## src/rtl/bcd_bin.sv

```systemverilog
// Packed-BCD to binary converter using a sequential reverse double-dabble.
// Ports: clk, rst (sync, active-high), start, bcd_in[4*DIGITS-1:0] ->
//        bin_out[BIN_W-1:0], busy (converting), done (1-cycle strobe),
//        error (last request held a digit > 9).
module bcd_bin #(
    parameter int DIGITS = 3,
    parameter int BIN_W  = 10
) (
    input  logic                  clk,
    input  logic                  rst,
    input  logic                  start,
    input  logic [4*DIGITS-1:0]   bcd_in,
    output logic [BIN_W-1:0]      bin_out,
    output logic                  busy,
    output logic                  done,
    output logic                  error
);

    localparam int BCD_W = 4 * DIGITS;
    localparam int CNT_W = $clog2(BIN_W + 1);
    localparam logic [CNT_W-1:0] LAST = CNT_W'(BIN_W - 1);

    typedef enum logic [1:0] {
        IDLE = 2'd0,
        CONV = 2'd1,
        DONE = 2'd2
    } state_t;

    state_t             state_q;
    logic [BCD_W-1:0]   bcd_work_q;
    logic [BIN_W-1:0]   bin_work_q;
    logic [CNT_W-1:0]   cnt_q;
    logic [BIN_W-1:0]   bin_out_q;
    logic               busy_q;
    logic               done_q;
    logic               error_q;

    logic               digits_ok_d;
    logic [BCD_W-1:0]   bcd_shift_d;
    logic [BCD_W-1:0]   bcd_work_d;
    logic [BIN_W-1:0]   bin_work_d;

    // All digits are checked in parallel at acceptance only.
    always_comb begin
        digits_ok_d = 1'b1;
        for (int i = 0; i < DIGITS; i++) begin
            if (bcd_in[4*i +: 4] > 4'd9) begin
                digits_ok_d = 1'b0;
            end
        end
    end

    // One reverse double-dabble step. After the right shift, a digit that
    // reads >= 8 received a bit from the digit above worth 5 (10/2) but
    // weighted 8 in binary, so 3 is taken back out.
    always_comb begin
        bcd_shift_d = {1'b0, bcd_work_q[BCD_W-1:1]};
        bin_work_d  = {bcd_work_q[0], bin_work_q[BIN_W-1:1]};
        bcd_work_d  = bcd_shift_d;
        for (int i = 0; i < DIGITS; i++) begin
            if (bcd_shift_d[4*i +: 4] >= 4'd8) begin
                bcd_work_d[4*i +: 4] = bcd_shift_d[4*i +: 4] - 4'd3;
            end
        end
    end

    always_ff @(posedge clk) begin
        if (rst) begin
            state_q    <= IDLE;
            bcd_work_q <= '0;
            bin_work_q <= '0;
            cnt_q      <= '0;
            bin_out_q  <= '0;
            busy_q     <= 1'b0;
            done_q     <= 1'b0;
            error_q    <= 1'b0;
        end else begin
            unique case (state_q)
                IDLE: begin
                    if (start) begin
                        if (digits_ok_d) begin
                            bcd_work_q <= bcd_in;
                            bin_work_q <= '0;
                            cnt_q      <= '0;
                            error_q    <= 1'b0;
                            busy_q     <= 1'b1;
                            state_q    <= CONV;
                        end else begin
                            error_q    <= 1'b1;
                            bin_out_q  <= '0;
                            done_q     <= 1'b1;
                            state_q    <= DONE;
                        end
                    end
                end
                CONV: begin
                    bcd_work_q <= bcd_work_d;
                    bin_work_q <= bin_work_d;
                    cnt_q      <= cnt_q + CNT_W'(1);
                    if (cnt_q == LAST) begin
                        bin_out_q <= bin_work_d;
                        busy_q    <= 1'b0;
                        done_q    <= 1'b1;
                        state_q   <= DONE;
                    end
                end
                DONE: begin
                    done_q  <= 1'b0;
                    state_q <= IDLE;
                end
                default: begin
                    state_q <= IDLE;
                end
            endcase
        end
    end

    assign bin_out = bin_out_q;
    assign busy    = busy_q;
    assign done    = done_q;
    assign error   = error_q;

endmodule

```

## config.mk

```make
export PLATFORM = sky130hd
export DESIGN_NAME = bcd_bin
export DESIGN_NICKNAME = d
export VERILOG_FILES = /design/src/rtl/bcd_bin.sv
export SDC_FILE = /design/constraint.sdc
export NUM_CORES = 1
export LEC_CHECK = 0
export ABC_AREA = 1
export ABC_CLOCK_PERIOD_IN_PS = 3100
export BUFFER_PORTS_ARGS = -buffer_cell sky130_fd_sc_hd__buf_2
export CAP_MARGIN = 15
export CORE_ASPECT_RATIO = 0.7
export CORE_MARGIN = 2
export CORE_UTILIZATION = 55
export DETAILED_ROUTE_END_ITERATION = 16
export GPL_TIMING_DRIVEN = 0
export PLACE_DENSITY = 0.77
export SYNTH_ARGS = -nofsm -noshare
export SYNTH_HDL_FRONTEND = slang
export SYNTH_SLANG_ARGS = --single-unit
```

## constraint.sdc

```tcl
create_clock -name clk -period 3.1 [get_ports clk]
set_input_delay 0.155 -clock clk [delete_from_list [all_inputs] [get_ports clk]]
set_output_delay 0.155 -clock clk [all_outputs]
set_load 0.02 [all_outputs]
```

; After elaboration in Yosys (flattened, before gate mapping)
; Index checks and enable logic that the tools add are counted.
[totals]
register_bits = 41
inputBits = 15
out_inout_bits = 13
wordCells = 63
[op_classes]
addsub = 3
n_lt_le_gt_ge = 5
n_eq_ne = 7
mux = 31
reduce_logical = 9
[op_table]
columns = op, n
row1 = 10-bit two-way mux, 5
row2 = 10-bit case mux with 2 select lines, 2
row3 = 12-bit two-way mux, 2
row4 = 12-bit case mux with 2 select lines, 1
row5 = 4-bit two-way mux, 4
row6 = "4-bit greater-than comparator, second input constant", 3
row7 = 4-bit AND reduction, 3
row8 = 1-bit two-way mux, 10
row9 = "4-bit >= comparator, second input constant", 2
row10 = "2-bit inequality test, second input constant", 4
row11 = 4-bit case mux with 2 select lines, 1
row12 = "4-bit by 2-bit subtractor with 4-bit output, second input constant", 2
row13 = 2-bit two-way mux, 3
row14 = "4-bit by 1-bit adder with 4-bit output, second input constant", 1
row15 = "4-bit == test, second input constant", 1
row16 = 2-bit case mux with 2 select lines, 1
row17 = 2-bit AND reduction, 2
row18 = 1-bit case mux with 3 select lines, 1
row19 = 3-bit AND reduction, 1
row20 = 3-bit nonzero test, 1
row21 = "2-bit by 1-bit == test with 1-bit output, second input constant", 1
row22 = "2-bit == test, second input constant", 1
row23 = 2-bit logical NOT, 1
row24 = 1-bit case mux with 2 select lines, 1
row25 = 2-bit nonzero test, 1

; Depth between registers and ports, before layout
[depth]
ltp_word = 7
mapped_depth = 10
depth_no_buf = 10

; Worst setup path before layout
; No wires, ideal clock.
[synth_timing]
path_type = register to register
start = reg cnt_q[1]
end = reg bin_out_q[9], in the netlist bin_out[9]
setup_time_ns = 0.132
t_arrival_ns = 1.082
path_slack_ns = 1.886
path_stages_with_launch = 11
path_cell_list = dfxtp_1 -> inv_1 -> ha_1 -> nand3_1 -> nand2_2 -> nand2_2 -> inv_4 -> nand2_2 -> clkinv_2 -> nand2_1 -> a21oi_1
[synth_via]
elab_chain_cells = 3
[synth_rtl]
columns = element, line_no
row1 = from (decl), 32  ; logic [CNT_W-1:0] cnt_q;
row2 = from (signal assigned), 99  ; cnt_q <= cnt_q + CNT_W'(1);
row3 = 4-bit == test, 100  ; if (cnt_q == LAST) begin
row4 = 2-bit inequality test (no source line), -
row5 = 4-bit AND reduction (no source line), -
row6 = to (signal assigned), 101  ; bin_out_q <= bin_work_d;
row7 = to (decl), 33  ; logic [BIN_W-1:0] bin_out_q;
; Every way passes these cells.
; A chain may end at the register's enable or synchronous reset.

; Worst setup path in the final report
[layout_timing]
start = reg cnt_q[0]
end = reg bin_out_q[4], in the netlist bin_out[4]
; The elaborated chain is that of the path after synthesis.

==> results.yml <==
detailed_routing:
  drt_iter0_drc: 91
  first_pass_iters: 4
  routedWlPerCell_um: 11.9
  vias: 1723
  drt_wl_total_um: 4150
  ant_nets: 0
  route.detailed.drc: 0
  detail_route.vias_per_cell: 4.92
yosys:
  synthDistinctLibCells: 26
  syn-num-nets: 289
  synth_area_um2: 1900
  netlist_instances: 268
  synth.ff_latch_count: 40
  yosysSeqAreaShare_pct: 42.2
  ys_warn_count: 0
  avgSynthCellArea_um2: 7.08
floorplanning:
  start_util_pct: 59.1
  core_um2: 3210
  fp.dieW_um: 74.2
  rows: 17
  dieArea_um2: 3940
  boundaryPins: 28
  die_h_um: 53.2
finish:
  final_util_pct: 68.5
  nets: 323
  antenna_cells: 0
  areaGrowthSynthToFinish_pct: 15.9
  final_cell_mix: "nand2_1, dfxtp_1, a21oi_1"
  drive_gt1_share_pct: 18.8
  final_common_cell: "nand2_1"
grt:
  grt_first_pass_wirelength_um: 6930
  grt_pass1_vias: 1504
  grt_max_degree: 13
  antenna_found_initial: 0
  grt_overflow: 0
  grt_usage_pct: 23.9
worst_hold_path:
  min_path_type: "primary input to flop"
timing:
  skew_ns: 0.00559
  worstMarginPinSlew_ns: 0.505
  fin_crit_ns: 1.39
  max_freq_ghz: 0.717
  fin_setup_tns_ns: 0
  finalHoldViolCount: 0
  rsz0062_at_grt: "no"
  maxSlewViolCount: 0
  slew_headroom_pct: 66.3
  fin_crit_sh_pct: 45.0
  timing.hold.ws_ns: 0.125
  setup_viol: 0
setup_path:
  crit_cells: 9
  critPathLaunchType: "flop"
  critical_path.max_stage_delay_ns: 0.43
  worstSetupPathType: "flop to flop"
  reg2reg_depth: 9
  ff2ff_setup_slack_ns: 1.71
  reg2reg_to: "bin_out[4]"
  crit_path_end: "bin_out[4]"
  r2r_start: "cnt_q[0]"
  critPathMaxFanout: 9
  cp_num_buf_inv: 2
  path_cells: "ha_1 > nand3_1 > nand2_2 > nand2_2 > inv_4 > nand2_2 > clkinv_2 > nand2_1 > a21oi_1"
  critPathTopFamily: "flip-flops"
  critPathLaunch: "cnt_q[0]"
  cpMostUsedCell: "nand2_2"
  endpoint_kind: "flop"
  worstPathRequired_ns: 3.32
  cp.arrival_ns: 1.62
  slowest_stage: "dfxtp_1"
pwr:
  max-vdd-ir-drop_uv: 349
  p_leak_uw: 0.00100
  power_density_nw_per_um2: 584
cts:
  cts_tree: "done"
  cts_buffers: 5
  cts.sinks: 40
  post_cts_buffers: 0
  path_clk_slew_ns: 0.08
  worstSkewPairLatency_ns: 0.29
  clock_path_buffers: 2
  htreeDepth: 2
  cts_root_buffer: "clkbuf_8"
  cts_resized: 0
  hold_buffers: 0
placed_design:
  port_buffers: 27
  hpwl_um: 2960
  gp_congestion: 0.825
run:
  maxCapViolations: 0
outcome:
  outcome: "completed"
==> cells by family after synthesis <==
family                     count (synthesis)  synth area share, %
buffers and inverters                     33                 8.37
DFF                                       40                 42.2
adders and majority gates                  6                 3.96
and+or+nand+nor                          140                 31.7
AOI/OAI and AO/OA                         49                 13.8
==> area by class of cell <==
class	count	area (um2)
Buffer	10	68.8
Timing Repair Buffer	27	135
Fill cell	289	1010
Tap cell	47	58.8
Inverter	23	90.1
Clock inverter	2	35.0
Multi-Input combinational cell	195	938
Sequential cell	40	801
Clock buffer	6	72.6
==> stage by stage <==
step                cells  instance area, um2  total power (uW)  setup slack, ns
CTS                   350                2200              1290             1.71
global route          350                2200              1360             1.56
floorplan             268                1900               794             1.89
detailed placement    342                2090               867             1.72
global placement      342                2090               861             1.73
finish                350                2200              1280             1.71
==> power by group <==
part | internal, uW | switching (uW)
registers | 549 | 30.0
clock network | 239 | 187
logic | 93.6 | 186
==> registers in the layout, indices dropped and copies added (netlist names) <==
register,flops
bcd_work_q,12
bin_out,10
bin_work_q,9
cnt_q,4
state_q,2
busy,1
done,1
error,1
==> cell usage after synthesis, drive strengths merged <==
master  instances  share of area (%)
inv            22                4.5
clkbuf          4               0.79
ha              6                4.0
a21oi          30                7.9
a31o            1               0.46
nand3          11                3.6
o31ai           2               0.79
clkinv          1               0.26
buf             6                2.8
o21ai          16                4.6
dfxtp          40                 42
nand2          95                 20
nand4           2               0.66
or2             2               0.66
nor2           30                6.7
==> routing by layer <==
| metal | up-vias | track usage (%) | wire, um |
|---|---|---|---|
| li1 | 917 | - | - |
| met1 | 763 | 35.5 | 2170 |
| met2 | 38 | 33.3 | 1710 |
| met3 | 5 | 5.14 | 218 |
| met4 | 0 | 8.93 | 48 |
| met5 | - | 0 | 0 |
==> worst min path at each step <==
stage | startpoint | end | slack, ns | cells past startpoint
global route | start | error | 0.13 | 3
global placement | start | error | 0.42 | 3
floorplan | start | error | 0.31 | 2
detailed placement | start | error | 0.43 | 3
CTS | start | error | 0.12 | 3
finish | start | error | 0.12 | 3
==> worst reg2reg max path, cell delays in order (launching register included) <==
cell and delay (ns):
dfxtp_1 0.43, ha_1 0.17, nand3_1 0.09, nand2_2 0.09, nand2_2 0.07, inv_4 0.11
nand2_2 0.06, clkinv_2 0.10, nand2_1 0.06, a21oi_1 0.14
No activity file was read; power rests on OpenSTA's default activity.
